==> config.mk <==
export PLATFORM = sky130hd
export DESIGN_NAME = branch_predictor
export DESIGN_NICKNAME = d
export VERILOG_FILES = /design/src/rtl/branch_predictor.sv
export SDC_FILE = /design/constraint.sdc
export NUM_CORES = 2
export LEC_CHECK = 0
export CORE_AREA = 2 2 481 483
export DETAILED_ROUTE_END_ITERATION = 16
export DIE_AREA = 0 0 483 485
export GPL_ROUTABILITY_DRIVEN = 0
export GPL_TIMING_DRIVEN = 1
export PLACE_DENSITY = 0.72
export SLEW_MARGIN = 10
export SYNTH_ARGS = -nofsm -noshare
export SYNTH_HDL_FRONTEND = slang
export SYNTH_SLANG_ARGS = --single-unit
==> constraint.sdc <==
create_clock -name clk_i -period 9.8 [get_ports clk_i]
set_clock_uncertainty 0.1 [all_clocks]
set_input_delay 1.96 -clock clk_i [delete_from_list [all_inputs] [get_ports clk_i]]
set_output_delay 1.96 -clock clk_i [all_outputs]
set_load 0.05 [all_outputs]
==> src/rtl/branch_predictor.sv <==
// branch_predictor: direct-mapped BTB with per-entry saturating direction counters.
//
// Sits beside the fetch PC. Lookups are combinational and 0-cycle. Resolved branches
// and jumps from the later stages train the table. After reset an init FSM clears
// one entry per cycle. Lookups and updates are ignored until the clear has finished.
//
// Ports
//   clk_i, rst_i             clock (rising edge), synchronous active-low reset
//   ready_o                  init clear finished, table live
//   lu_valid_i, lu_pc_i      fetch-side lookup request
//   pred_hit_o               valid entry with matching tag
//   pred_taken_o             predict taken (counter MSB set on a hit)
//   pred_target_o            predicted target, 0 unless pred_taken_o
//   upd_valid_i ...          resolved instruction: pc, actual direction/target, and the
//   upd_pred_*_i             prediction that was carried down the pipe for it
//   mispredict_o             resolution disagrees with the carried prediction
//   lookup_cnt_o             honoured lookups, saturating
//   mispred_cnt_o            mispredicts, saturating

module branch_predictor #(
    parameter int unsigned ADDR_W  = 32,
    parameter int unsigned ENTRIES = 64,
    parameter int unsigned TAG_W   = 8,
    parameter int unsigned CTR_W   = 2,
    parameter int unsigned CNT_W   = 16
) (
    input  logic              clk_i,
    input  logic              rst_i,
    output logic              ready_o,
    input  logic              lu_valid_i,
    input  logic [ADDR_W-1:0] lu_pc_i,
    output logic              pred_hit_o,
    output logic              pred_taken_o,
    output logic [ADDR_W-1:0] pred_target_o,
    input  logic              upd_valid_i,
    input  logic [ADDR_W-1:0] upd_pc_i,
    input  logic              upd_taken_i,
    input  logic [ADDR_W-1:0] upd_target_i,
    input  logic              upd_pred_taken_i,
    input  logic [ADDR_W-1:0] upd_pred_target_i,
    output logic              mispredict_o,
    output logic [CNT_W-1:0]  lookup_cnt_o,
    output logic [CNT_W-1:0]  mispred_cnt_o
);

    localparam int unsigned IDX_W = $clog2(ENTRIES);

    localparam logic [CTR_W-1:0] CtrOne  = CTR_W'(1);
    localparam logic [CTR_W-1:0] CtrWeak = CtrOne << (CTR_W - 1);
    localparam logic [CNT_W-1:0] CntOne  = CNT_W'(1);
    localparam logic [IDX_W-1:0] IdxLast = IDX_W'(ENTRIES - 1);

    typedef enum logic [0:0] {StInit, StRun} state_e;

    state_e           state_q, state_d;
    logic [IDX_W-1:0] init_idx_q, init_idx_d;
    logic [CNT_W-1:0] lookup_cnt_q, lookup_cnt_d;
    logic [CNT_W-1:0] mispred_cnt_q, mispred_cnt_d;

    // Table storage. Cleared by the init FSM rather than by reset.
    logic              valid_q  [ENTRIES];
    logic [TAG_W-1:0]  tag_q    [ENTRIES];
    logic [ADDR_W-1:0] target_q [ENTRIES];
    logic [CTR_W-1:0]  ctr_q    [ENTRIES];

    logic              run;
    logic [IDX_W-1:0]  lu_idx, upd_idx;
    logic [TAG_W-1:0]  lu_tag, upd_tag;
    logic              upd_hit;
    logic              ent_we;
    logic [CTR_W-1:0]  ent_ctr_d;
    logic [ADDR_W-1:0] ent_target_d;

    // Only the index/tag fields of the PCs are decoded; the rest is don't-care.
    logic unused_pc;
    assign unused_pc = ^{lu_pc_i, upd_pc_i};

    assign run     = (state_q == StRun);
    assign ready_o = run;

    assign lu_idx  = lu_pc_i[IDX_W+1:2];
    assign lu_tag  = lu_pc_i[IDX_W+TAG_W+1:IDX_W+2];
    assign upd_idx = upd_pc_i[IDX_W+1:2];
    assign upd_tag = upd_pc_i[IDX_W+TAG_W+1:IDX_W+2];

    // Lookup reads the pre-update table; a same-cycle update is not bypassed.
    always_comb begin
        pred_hit_o    = 1'b0;
        pred_taken_o  = 1'b0;
        pred_target_o = '0;
        if (run && lu_valid_i && valid_q[lu_idx] && (tag_q[lu_idx] == lu_tag)) begin
            pred_hit_o = 1'b1;
        end
        pred_taken_o = pred_hit_o & ctr_q[lu_idx][CTR_W-1];
        if (pred_taken_o) begin
            pred_target_o = target_q[lu_idx];
        end
    end

    // The carried target only matters when the branch was actually taken.
    assign mispredict_o = run && upd_valid_i &&
                          ((upd_taken_i != upd_pred_taken_i) ||
                           (upd_taken_i && (upd_target_i != upd_pred_target_i)));

    // Update path: train on a hit, allocate only on a taken miss.
    always_comb begin
        upd_hit      = valid_q[upd_idx] && (tag_q[upd_idx] == upd_tag);
        ent_we       = run && upd_valid_i && (upd_hit || upd_taken_i);
        ent_ctr_d    = ctr_q[upd_idx];
        ent_target_d = target_q[upd_idx];
        if (upd_taken_i) begin
            ent_target_d = upd_target_i;
        end
        if (!upd_hit) begin
            ent_ctr_d = CtrWeak;
        end else if (upd_taken_i) begin
            if (ctr_q[upd_idx] != '1) begin
                ent_ctr_d = ctr_q[upd_idx] + CtrOne;
            end
        end else begin
            if (ctr_q[upd_idx] != '0) begin
                ent_ctr_d = ctr_q[upd_idx] - CtrOne;
            end
        end
    end

    always_comb begin
        state_d       = state_q;
        init_idx_d    = init_idx_q;
        lookup_cnt_d  = lookup_cnt_q;
        mispred_cnt_d = mispred_cnt_q;
        unique case (state_q)
            StInit: begin
                init_idx_d = init_idx_q + 1'b1;
                if (init_idx_q == IdxLast) begin
                    state_d    = StRun;
                    init_idx_d = '0;
                end
            end
            StRun: begin
                if (lu_valid_i && (lookup_cnt_q != '1)) begin
                    lookup_cnt_d = lookup_cnt_q + CntOne;
                end
                if (mispredict_o && (mispred_cnt_q != '1)) begin
                    mispred_cnt_d = mispred_cnt_q + CntOne;
                end
            end
            default: state_d = StInit;
        endcase
    end

    always_ff @(posedge clk_i) begin
        if (!rst_i) begin
            state_q       <= StInit;
            init_idx_q    <= '0;
            lookup_cnt_q  <= '0;
            mispred_cnt_q <= '0;
        end else begin
            state_q       <= state_d;
            init_idx_q    <= init_idx_d;
            lookup_cnt_q  <= lookup_cnt_d;
            mispred_cnt_q <= mispred_cnt_d;
        end
    end

    always_ff @(posedge clk_i) begin
        if (rst_i) begin
            if (state_q == StInit) begin
                valid_q[init_idx_q] <= 1'b0;
                ctr_q[init_idx_q]   <= '0;
            end else if (ent_we) begin
                valid_q[upd_idx]  <= 1'b1;
                tag_q[upd_idx]    <= upd_tag;
                target_q[upd_idx] <= ent_target_d;
                ctr_q[upd_idx]    <= ent_ctr_d;
            end
        end
    end

    assign lookup_cnt_o  = lookup_cnt_q;
    assign mispred_cnt_o = mispred_cnt_q;

endmodule

Word level (Yosys, flattened, before mapping)
Memories as Yosys holds them, arrays and structs flattened. Index checks and enable logic that the tools add are counted.

Register bits after elaboration: 39. Bits in latches: 0. Bits in writable memories: 2752. Bits in read-only memories: 0. Input bits: 134. Output and inout bits: 68. Logic and storage cells: 64. Memories kept: 4.

Memory list: target_q (words 64, bits a word 32, read ports 1, clocked after Yosys merged registers in 0, write ports 1, RTL line 63) `logic [ADDR_W-1:0] target_q [ENTRIES];`; tag_q (words 64, bits a word 8, read ports 2, clocked after Yosys merged registers in 0, write ports 1, RTL line 62) `logic [TAG_W-1:0] tag_q [ENTRIES];`; ctr_q (words 64, bits a word 2, read ports 2, clocked after Yosys merged registers in 0, write ports 1, RTL line 64) `logic [CTR_W-1:0] ctr_q [ENTRIES];`; valid_q (words 64, bits a word 1, read ports 2, clocked after Yosys merged registers in 0, write ports 1, RTL line 61) `logic valid_q [ENTRIES];`.

$add $sub $neg: 5. Multiply operators: 0. Div/mod/pow operators: 0. Magnitude comparators: 0. Eq/ne operators: 9. Shifts and indexed selects: 0. Multiplexer cells: 23. Bitwise logic cells: 1. Reductions and logical operators: 18.

Operators with widths (count): $mux W32 (2); $add A16 B1 Y16 const B (2); $ne A16 B16 Y1 const B (2); $ne A32 B32 Y1 (1); $mux W6 (3); $eq A8 B8 Y1 (2); $mux W1 (13); $logic_and A1 B1 Y1 (10); $mux W2 (5); $add A6 B1 Y6 const B (1); $eq A6 B6 Y1 const B (1); $reduce_and A2 Y1 (3); $add A2 B1 Y2 const B (1); $logic_or A1 B1 Y1 (2); $ne A2 B2 Y1 const B (1); $reduce_bool A2 Y1 (1); $reduce_or A2 Y1 (1); $sub A2 B1 Y2 const B (1); $and A1 B1 Y1 (1); $ne A1 B1 Y1 (1); $ne A1 B1 Y1 const B (1); $reduce_or A1 Y1 (1).

Logic depth before layout (Yosys ltp)
An unclocked memory read counts as a cell.

Depth after elaboration: 11. Mapped depth: 17. Depth with buffers taken out: 9.

Worst setup path after synthesis
Ideal clock, no wire load.

Kind: input to register. Start point: input upd_pc_i[2]. End point: memory ctr_q[0][0], data pin. Library setup time: 0.721 ns. Data arrival time: 7.018 ns. Data required time: 8.979 ns. Path slack: 1.960 ns. Cell stages on the path: 14. Buffers on the path: 7. Cells stage by stage: buf_6 > buf_6 > buf_4 > buf_4 > buf_4 > buf_2 > buf_2 > mux2_2 > a221oi_1 > a21oi_1 > a221oi_1 > o211a_1 > nand2_1 > a211oi_1.

Cells in the longest elaborated chain, start to end: 11. Elaborated cells on any way between the ends: 21. Those cells by class: add/sub (2); eq/ne (2); mux (9); reduce/logical (5); memory (3).

RTL lines: start: declaration (RTL line 36) `input logic [ADDR_W-1:0] upd_pc_i,`; $mem_v2 Z64 W8; $eq A8 B8 Y1 (RTL line 107) `upd_hit = valid_q[upd_idx] && (tag_q[upd_idx] == upd_tag);`; $logic_and A1 B1 Y1 (RTL line 107); $logic_or A1 B1 Y1 (RTL line 108) `ent_we = run && upd_valid_i && (upd_hit || upd_taken_i);`; $logic_and A1 B1 Y1 (RTL line 108); $mux W1 (RTL line 171) `end else if (ent_we) begin`; $mux W1 (RTL line 168) `if (state_q == StInit) begin`; $mux W1 (RTL line 167) `if (rst_i) begin`; $mux W1 (not written as such) (RTL line 175) `ctr_q[upd_idx] <= ent_ctr_d;`; $reduce_or A2 Y1 (no line); $mux W2 (no line) *; end: declaration (RTL line 64).

Mark *: on every way between the ends. The rest lies on a longest branch, timed or not.

Final worst setup path
Start point: input lu_pc_i[2]. End point: output pred_target_o[1].

Cells in the longest elaborated chain, start to end: 6. Elaborated cells on any way between the ends: 10. Those cells by class: eq/ne (1); mux (2); bitwise (1); reduce/logical (2); memory (4).

RTL lines: start: declaration (RTL line 31) `input logic [ADDR_W-1:0] lu_pc_i,`; $mem_v2 Z64 W8 / $mem_v2 Z64 W1 (equally long branches); $eq A8 B8 Y1 / $logic_and A1 B1 Y1 (equally long branches) (RTL line 91) `if (run && lu_valid_i && valid_q[lu_idx] && (tag_q[lu_idx] == lu_tag)) begin`; $logic_and A1 B1 Y1 (RTL line 91); $mux W1 (RTL line 91); $and A1 B1 Y1 (RTL line 94) `pred_taken_o = pred_hit_o & ctr_q[lu_idx][CTR_W-1];`; $mux W32 * (RTL line 95) `if (pred_taken_o) begin`; end: declaration (RTL line 34) `output logic [ADDR_W-1:0] pred_target_o,`.

Marks and branches as above.

==> summary.md <==
| Metric | Value |
|---|---|
| Outcome | `complete, no violations` |
| Starting Density | `49.7%` |
| # IOs | `202` |
| Reg area | `0.0834 mm^2` |
| Utilization after layout | `56.3%` |
| Maximum vdd drop | `0.166 mV` |
| Filler cells | `16500` |
| R2R depth | `10` |
| Crit path max-delay family | `buffers and inverters` |
| NumNets Final | `5646` |
| Row count | `176` |
| CTS hold repair buffers | `0` |
| Leak | `40.1 nW` |
| Post-Synth Adder-Cell Area | `0.0330%` |
| Worst path cell trace | `buf_8 -> buf_12 -> mux4_2 -> mux4_2 -> nor2b_1 -> a211oi_1 -> a21oi_1 -> xor2_1 -> nor4_4 -> buf_4 -> and3_1 -> buf_4` |
| Pin count of the biggest net entering global routing | `107` |
| Clock Tree Buf Depth | `4` |
| First-pass GRT wire length | `439 mm` |
| Unique cell type count in the Yosys netlist | `74` |
| Crit Path Max Fanout | `66` |
| Syn. warnings | `0` |
| Layout cells sized above 1 | `31.1%` |
| Synth Area in Simple Gates | `2.36%` |
| Unrepaired setup endpoints after global routing | `no` |
| Vias/cell | `6.76` |
| Synthesized flop and latch total | `2791` |
| Layout area overhead | `13.2%` |
| DR pass1 iterations | `5` |
| Hold endpoint | `lookup_cnt_o[1]$_SDFFE_PN0P_` |
| Hold Path Origin | `lookup_cnt_o[1]$_SDFFE_PN0P_` |
| Clk slew on worst S/H paths | `0.05 ns` |
| Worst-Margin Slew | `1.29 ns` |
| TritonCTS Buffers | `290` |
| Rel. slew slack | `13.7%` |
| Clk_lat worst skew | `0.92 ns` |
| Top post-synthesis cells by area | `edfxtp_1 73%, mux4_2 18%, mux2i_1 1.0%` |
| Sink Count | `2791` |
| Post-synth EDFFs | `2752` |
| Post-synthesis xor/xnor area fraction | `0.569%` |
| Total Neg Setup Slack | `0 ns` |
| Top_reg_cell synth | `edfxtp_1` |
| Multi-input logic area | `0.0295 mm^2` |
| Startpoint types | `primary input` |
| GR Util All Layers | `26.4%` |
| Clk root buf | `clkbuf_16` |
| Syn nets | `5336` |
| Die width | `483 um` |
| CTS H-tree depth | `5` |
| Reg2Reg Setup Slack | `4.34 ns` |
| Crit end category | `output port` |
| Post-route ant nets | `0` |
| Synth area leader | `edfxtp_1` |
| Via count | `59100` |
| Worst EP required | `7.74 ns` |
| Final Cell Area | `0.129 mm^2` |
| Die H | `485 um` |
| WL final | `312 mm` |
| Synth top area share | `72.6%` |
| Hold depth | `2` |
| Buf+Inv Stages, Crit Path | `4` |
| Most common cell in the netlist | `edfxtp_1` |
| Most common library cells after synthesis | `2752 x edfxtp_1, 915 x mux4_2, 190 x clkbuf_1` |
| Cell area power density | `193 mW/mm^2` |
| Setup Buffers After CTS | `0` |
| Hold crit path type | `reg2reg` |
| Initial antenna violation count | `26` |
| Critical Path AT | `6.70 ns` |
| Setup Viol. Count Final | `0` |
| Highest Clock Rate | `114 MHz` |
| CTS tree | `built` |
| Crit path kind | `in2out` |
| # port buffers | `165` |
| Core Box Area | `0.229 mm^2` |
| Crit-path max cell delay | `0.73 ns` |
| Worst path slowest cell | `a211oi_1` |
| FF-to-FF End | `tag_q[25][6]$_DFFE_PP_` |
| Ys async rst share | `0%` |
| Final Cycle Share | `89.4%` |
| Seq/Total Area, Yosys | `73.3%` |
| Max-Cap Viols | `0` |
| Resized Gates After CTS | `0` |
| DR iter-0 viols | `8636` |
| Number of global-route vias before repair | `59000` |
| DRC errors left | `0` |
| Tmin final | `8.76 ns` |
| Final hold vios | `0` |
| Mean routed wirelength per cell | `35.6 um` |
| DPL Wire Length | `174 mm` |
| Die area | `0.234 mm^2` |
| Max Transition Viols Final | `0` |
| Synth Cell Area | `0.114 mm^2` |
| Synth Area in Compound Gates | `2.56%` |
| Reg2Reg Launch Point | `tag_q[2][4]$_DFFE_PP_` |
| Grt total ovfl | `0` |
| Mux share of post-synthesis cell area | `19.7%` |
| Cell count after synthesis | `5199` |
| Fin Hold WS | `0.414 ns` |
| Dpl cell area | `0.120 mm^2` |
| Mean Syn Cell Area | `21.9 um^2` |
| Largest family of logic cells by synthesized area | `multiplexers` |
report_power, final:
group	internal (mW)	total [mW]	switching, mW
combinational	0.539	1.39	0.853
clock	6.00	10.4	4.44
sequential	13.1	13.1	0.00330
layout by cell type (no fill, tap or decap), types with 11 or more instances in the layout:
cell / Yosys / layout
buf_12: 0 / 30
xnor2_1: 34 / 34
a21oi_1: 21 / 21
clkbuf_16: 0 / 298
and3b_1: 20 / 20
nor2_4: 0 / 64
nor3_2: 0 / 51
buf_4: 21 / 223
buf_2: 88 / 40
mux2_2: 53 / 53
nor2_1: 93 / 28
nor3b_1: 13 / 13
a22oi_1: 94 / 94
a31oi_1: 11 / 11
edfxtp_1: 2752 / 2752
and2_1: 34 / 34
bufinv_16: 0 / 18
diode_2: 0 / 12
clkbuf_1: 190 / 59
mux2i_1: 117 / 117
nand3_1: 39 / 38
o21ai_0: 42 / 42
nor3_1: 80 / 28
or3_1: 14 / 13
nor2b_1: 16 / 12
nor4_1: 13 / 12
nand4_1: 16 / 16
a221oi_1: 37 / 37
o22ai_1: 17 / 17
a221o_1: 14 / 14
a22o_1: 14 / 14
clkinv_2: 0 / 30
o32ai_1: 55 / 55
clkinv_1: 0 / 66
nand2_1: 70 / 69
mux4_2: 915 / 915
clkdlybuf4s50_1: 0 / 82
xor2_1: 40 / 40
dfxtp_1: 39 / 39
and3_1: 53 / 53
final cells by class:
cell class                      instances  share of cell area [%]
Antenna cell                           12                  0.0233
Clock buffer                          357                    5.96
Clock inverter                        129                   0.830
Inverter                                6                  0.0175
Multi-Input combinational cell       2040                    22.9
Sequential cell                      2791                    64.7
Tap cell                             3026                    2.94
Timing Repair Buffer                  380                    2.62
per-stage QoR:
stage,worst slack (ns),power (mW),cells
2_1_floorplan,1.96,14.1,5199
3_3_place_gp,1.25,14.7,8243
3_5_place_dp,1.18,14.7,8243
4_1_cts,1.16,25.0,8729
5_1_grt,0.946,25.5,8730
6_report,1.04,24.9,8741
worst min-delay path, cell delays in order (launching register included):
cell and delay (ns):
dfxtp_1 0.33, nand2_1 0.06, a21boi_0 0.07
flip-flops by register name, indices dropped and copies added, names as in the netlist:
signal,flops
mispred_cnt_o,16
lookup_cnt_o,16
ctr_q,128
init_idx_q,6
valid_q,64
ready_o,1
target_q,2048
tag_q,512
worst max path at each step:
stage                 from                     to  slack, ns  cells after the start
2_1_floorplan  upd_pc_i[2]  ctr_q[0][0]$_DFFE_PP_       1.96                     14
3_3_place_gp    lu_pc_i[2]       pred_target_o[7]       1.25                     12
3_5_place_dp    lu_pc_i[2]       pred_target_o[1]       1.18                     12
4_1_cts         lu_pc_i[2]       pred_target_o[1]       1.16                     12
5_1_grt         lu_pc_i[2]       pred_target_o[1]       0.95                     12
6_report        lu_pc_i[2]       pred_target_o[1]       1.04                     12
routing by layer:
metal  wire length (um)  share of wire [%]  up-vias  track usage [%]
li1                   -                  -    23100                -
met1             115000                 37    31200             36.2
met2             150000                 48     4093             42.1
met3              33900                 11      700             5.61
met4              12500                4.0       12             9.65
met5                 85              0.027        -                0
cell families after synthesis:
family,count (synthesis)
AOI/OAI and AO/OA,380
xor gates and xnor gates,74
adders and majority gates,3
buffers and inverters,368
DFF,2791
muxes,1088
and+or+nand+nor,495
(Power assumes the default switching activity.)
